<file path="src/rtl/regfile_pkg.sv">
// Shared constants and state encoding for the multi-port register file.
// Latency: n/a (declarations only).
// Backpressure: n/a.
package regfile_pkg;

    localparam int REG_DATA_WIDTH = 32;
    localparam int REG_ADDR_WIDTH = 5;

    typedef enum logic {
        ST_INIT = 1'b0,
        ST_RUN  = 1'b1
    } state_t;

endpackage

</file>
<file path="src/rtl/regfile_read_port.sv">
// One combinational read port: zero/ready masking plus optional write forwarding (REGFILE_WRITE_BYPASS_EN).
// Latency: 0 cycles, purely combinational from array and write inputs.
// Backpressure: none; output is forced to 0 while the array is not ready.
module regfile_read_port #(
    parameter int DATA_WIDTH = 32,
    parameter int ADDR_WIDTH = 5,
    parameter int ZERO_REG   = 1
) (
    input  logic                  ready,
    input  logic [ADDR_WIDTH-1:0] addr,
    input  logic [DATA_WIDTH-1:0] array_data,
    input  logic                  write_en,
    input  logic [ADDR_WIDTH-1:0] write_addr,
    input  logic [DATA_WIDTH-1:0] write_data,
    output logic [DATA_WIDTH-1:0] data
);

    localparam bit ZR = (ZERO_REG != 0);

`ifdef REGFILE_WRITE_BYPASS_EN
    always_comb begin
        data = array_data;
        if (write_en && (addr == write_addr))
            data = write_data;
        // Zero register and not-ready masking win over forwarding.
        if (!ready || (ZR && (addr == '0)))
            data = '0;
    end
`else
    logic bypass_unused;
    assign bypass_unused = ^{write_en, write_addr, write_data};

    always_comb begin
        data = array_data;
        if (!ready || (ZR && (addr == '0)))
            data = '0;
    end
`endif

endmodule

</file>
<file path="src/rtl/register_file_mp.sv">
// Single-write, NUM_READ-read register file with post-reset clear sequencer; REGFILE_WRITE_BYPASS_EN adds write forwarding.
// Latency: reads combinational, writes on the rising edge; ready rises DEPTH cycles after rst falls.
// Backpressure: writes while not ready (or to the zero register) are dropped and flagged on write_drop.
module register_file_mp
    import regfile_pkg::*;
#(
    parameter int DATA_WIDTH = REG_DATA_WIDTH,
    parameter int ADDR_WIDTH = REG_ADDR_WIDTH,
    parameter int NUM_READ   = 2,
    parameter int ZERO_REG   = 1
) (
    input  logic                           clk,
    input  logic                           rst,
    input  logic                           write_en,
    input  logic [ADDR_WIDTH-1:0]          write_addr,
    input  logic [DATA_WIDTH-1:0]          write_data,
    input  logic [NUM_READ*ADDR_WIDTH-1:0] read_addr,
    output logic [NUM_READ*DATA_WIDTH-1:0] read_data,
    output logic                           ready,
    output logic                           write_drop
);

    localparam int DEPTH = 1 << ADDR_WIDTH;
    localparam bit ZR    = (ZERO_REG != 0);

    state_t                state;
    logic [ADDR_WIDTH-1:0] clr_cnt;
    logic [ADDR_WIDTH-1:0] clr_addr;
    logic                  zero_hit;
    logic [DATA_WIDTH-1:0] mem [DEPTH];

    assign zero_hit = ZR && (write_addr == '0);
    // While rst is held the counter is being forced to 0, so clear entry 0.
    assign clr_addr = rst ? '0 : clr_cnt;

    always_ff @(posedge clk) begin
        if (rst) begin
            state      <= ST_INIT;
            clr_cnt    <= '0;
            ready      <= 1'b0;
            write_drop <= 1'b0;
        end else begin
            case (state)
                ST_INIT: begin
                    clr_cnt    <= clr_cnt + 1'b1;
                    write_drop <= write_en;
                    if (clr_cnt == ADDR_WIDTH'(DEPTH - 1)) begin
                        state <= ST_RUN;
                        ready <= 1'b1;
                    end
                end
                default: begin
                    write_drop <= write_en && zero_hit;
                end
            endcase
        end
    end

    // Storage carries no reset; the sequencer zeroes it one entry per cycle.
    always_ff @(posedge clk) begin
        if (rst || (state == ST_INIT))
            mem[clr_addr] <= '0;
        else if (write_en && !zero_hit)
            mem[write_addr] <= write_data;
    end

    for (genvar k = 0; k < NUM_READ; k++) begin : g_rd
        logic [ADDR_WIDTH-1:0] addr;
        assign addr = read_addr[k*ADDR_WIDTH +: ADDR_WIDTH];

        regfile_read_port #(
            .DATA_WIDTH (DATA_WIDTH),
            .ADDR_WIDTH (ADDR_WIDTH),
            .ZERO_REG   (ZERO_REG)
        ) u_rd (
            .ready      (ready),
            .addr       (addr),
            .array_data (mem[addr]),
            .write_en   (write_en),
            .write_addr (write_addr),
            .write_data (write_data),
            .data       (read_data[k*DATA_WIDTH +: DATA_WIDTH])
        );
    end

endmodule

</file>
<file path="config.mk">
export PLATFORM = sky130hd
export DESIGN_NAME = register_file_mp
export DESIGN_NICKNAME = d
export VERILOG_FILES = /design/src/rtl/regfile_pkg.sv /design/src/rtl/regfile_read_port.sv /design/src/rtl/register_file_mp.sv
export SDC_FILE = /design/constraint.sdc
export NUM_CORES = 1
export LEC_CHECK = 0
export BUFFER_PORTS_ARGS = -buffer_cell sky130_fd_sc_hd__buf_2
export CAP_MARGIN = 0
export CORE_MARGIN = 3
export CORE_UTILIZATION = 45
export DETAILED_ROUTE_END_ITERATION = 8
export GPL_TIMING_DRIVEN = 1
export HOLD_SLACK_MARGIN = 0.02
export SYNTH_ARGS = -nofsm -noshare
export SYNTH_HDL_FRONTEND = slang
export SYNTH_HIERARCHICAL = 1
export SYNTH_SLANG_ARGS = --single-unit
</file>
<file path="constraint.sdc">
create_clock -name clk -period 6.28 [get_ports clk]
set_input_delay 0.628 -clock clk [delete_from_list [all_inputs] [get_ports clk]]
set_output_delay 0.628 -clock clk [all_outputs]
set_load 0.02 [all_outputs]
</file>
==> flow_summary.json <==
{
  "ys_ff_latch": 1032,
  "antenna_found_initial": 5,
  "clkTransAtPathRegs_ns": 0.06,
  "leakagePower_nw": 19.1,
  "crit_path_max_incr_delay_ns": 0.83,
  "powerDensity_mw_per_mm2": 271,
  "die-area_mm2": 0.113,
  "postRouteAntennaNets": 0,
  "fin_crit_sh": 0.682,
  "syn_nets": 3386,
  "drtIter0Drc": 4577,
  "slowest_stage": "buf_4",
  "top_usage_layer": "met2",
  "layout_min_cycle_time_ns": 4.29,
  "fin_skew_ns": 0.0255,
  "vias": 33500,
  "crit_arrival_ns": 3.66,
  "power_mw": 14.9,
  "placed_area_mm2": 0.0516,
  "cts_resized": 0,
  "area_growth_pct": 12.2,
  "synth_area_per_cell_um2": 14.8,
  "cts_sinks": 1032,
  "drv_cap": 0,
  "irDropWorstVdd_mv": 0.213,
  "initial_utilization": 0.456,
  "rows": 120,
  "post-place-ws_ns": 2.07,
  "grt_use_total": 0.315,
  "yosysUniqueCellTypes": 50,
  "fin_area_mm2": 0.0552,
  "cts_htree_levels": 3,
  "grt_use_met2": 0.480,
  "grt_pass1_wl_mm": 249,
  "synthArstFlopShare": 0,
  "whs_ns": 0.291,
  "crit_buf_inv": 3,
  "grt_pass1_vias": 32900,
  "routed_wl_mm": 182,
  "status": "completed",
  "fin_util": 0.512,
  "worstMarginPinSlew_ns": 1.25,
  "cts_tree": "built",
  "start_kind": "input port",
  "final-setup-viol-count": 0,
  "grt_max_degree": 108,
  "cp_cell_sequence": "buf_8 > buf_4 > mux2i_1 > a22oi_1 > nand4_1 > nor2_1 > nand2_1 > a21oi_1 > buf_2",
  "cts_max_path_buffers": 3,
  "finalHoldViolCount": 0,
  "ios": 116,
  "clock-root-buffer": "clkbuf_16",
  "finalWorstSetupSlack_ns": 1.99,
  "via_per_inst": 6.85,
  "syn_inst": 3334,
  "dp_hpwl_mm": 97.8,
  "gr-total-overflow": 0,
  "use_met3": 0.0574,
  "ctsHoldBuffers": 0,
  "ys.flop_type": "edfxtp_1",
  "place_inst": 4682,
  "holdCritPathClass": "input port to flip-flop",
  "fp.dieH_um": 337,
  "cts-buffers-inserted": 112,
  "path_max_fanout": 89,
  "layout.cells.non_filler": 4882,
  "end_kind": "output port",
  "maxSlewHeadroom": 0.163,
  "met1_usage": 0.431,
  "setup_tns_ns": 0,
  "core-area_mm2": 0.108,
  "critPathKind": "input port to output port",
  "cpLargestDelayFamily": "buffers and inverters",
  "synth_warnings": 6,
  "synth_edf_count": 1024,
  "wl_per_cell_um": 37.3,
  "final_nets": 3445,
  "yosysSeqAreaShare": 0.628,
  "rsz0062_at_grt": "no",
  "gp_congestion": 0.863,
  "crit_required_ns": 5.65,
  "postCtsSetupBuffers": 0,
  "drive_gt1_frac": 0.129,
  "clk-insertion-delay-late_ns": 0.70,
  "drcViolationCount": 0,
  "die_w_um": 337,
  "maxSlewViolCount": 0,
  "portBuffers": 115,
  "max_freq_mhz": 233,
  "firstDrtPassIters": 6,
  "synth_area_mm2": 0.0492
}
## cell families (layout without fill, tap and decap cells)
kind of cell	Yosys count	after routing	synth area share
simple gates	396	396	0.0463
other cells	0	2	0
fa+ha+maj	2	2	0.000508
buf+inv	279	422	0.0273
flops	1032	1032	0.628
mux	1030	1030	0.210
xor+xnor	3	3	0.000534
compound gates	592	592	0.0878
## flip-flops by register name, indices dropped and copies added (netlist names)
register    flops
clr_cnt         5
ready           1
write_drop      1
mem          1024
state           1
## final cells by class
class / count / area, um2
flip-flops and latches: 1032 / 30900
well taps: 1403 / 1760
fillers: 8968 / 52600
clock buffers: 137 / 2940
clock inverters: 61 / 622
multi-input cells: 2023 / 17400
inverters: 8 / 30.0
diodes: 2 / 5.00
repair buffers: 216 / 1550
## cell usage after synthesis (3+ instances only)
library cell	n	area share
mux2i_1	1029	0.21
edfxtp_1	1024	0.62
a22oi_1	513	0.078
buf_2	189	0.019
nand4_1	130	0.017
nor2_1	102	0.0078
clkbuf_1	69	0.0053
nand2_1	65	0.0050
a21oi_1	62	0.0063
and2_1	32	0.0041
nor3_1	11	0.0011
and4b_1	8	0.0016
dfxtp_1	8	0.0033
inv_1	8	0.00061
nor4b_2	8	0.0024
buf_6	7	0.0016
nor4bb_1	6	0.0012
and4bb_2	5	0.0013
nand3_1	5	0.00051
a21o_1	4	0.00061
a21oi_2	4	0.00071
clkbuf_2	4	0.00041
and3_1	3	0.00038
nor4_4	3	0.0013
## layer usage
layer,wire [um],vias to the layer above
met5,0,-
met4,10900,0
met3,18900,558
met2,81100,2229
met1,71000,17100
li1,-,13600
## worst paths after layout
kind / start / cells after the start / slack (ns) / endpoint
min reg2reg: clr_cnt[1] / 2 / 0.60 / clr_cnt[1]
max: read_addr[2] / 9 / 1.99 / read_data[26]
min: write_en / 2 / 0.29 / write_drop
max reg2reg: state / 6 / 2.12 / mem[22][9]
## cells in the final DEF, fill, tap and decap left out, types with 11 or more instances in the layout
cell type  synthesis  routed
and2_1            32      32
nor2_4             0      26
nand4_1          130     130
clkinv_1           0      22
buf_2            189     113
bufinv_16          0      11
edfxtp_1        1024    1024
clkbuf_16          0     114
nor2_1           102      76
buf_12             0      16
mux2i_1         1029    1029
clkinv_2           0      13
clkbuf_1          69      23
a22oi_1          513     513
a21oi_1           62      62
nand2_1           65      65
buf_4              0      85
## power by group
part	switching (mW)	internal, mW
clock	2.77	3.76
sequential	0.0254	7.52
combinational	0.571	0.285
total	3.37	11.6
## worst register-to-register path, stage by stage, from the launching register on
cell      delay (ns)
dfxtp_1         0.71
nand2_1         0.24
a211oi_4        0.26
buf_4           0.60
mux2_2          0.56
nor2_4          0.97
buf_4           0.48
(Power assumes the default switching activity.)
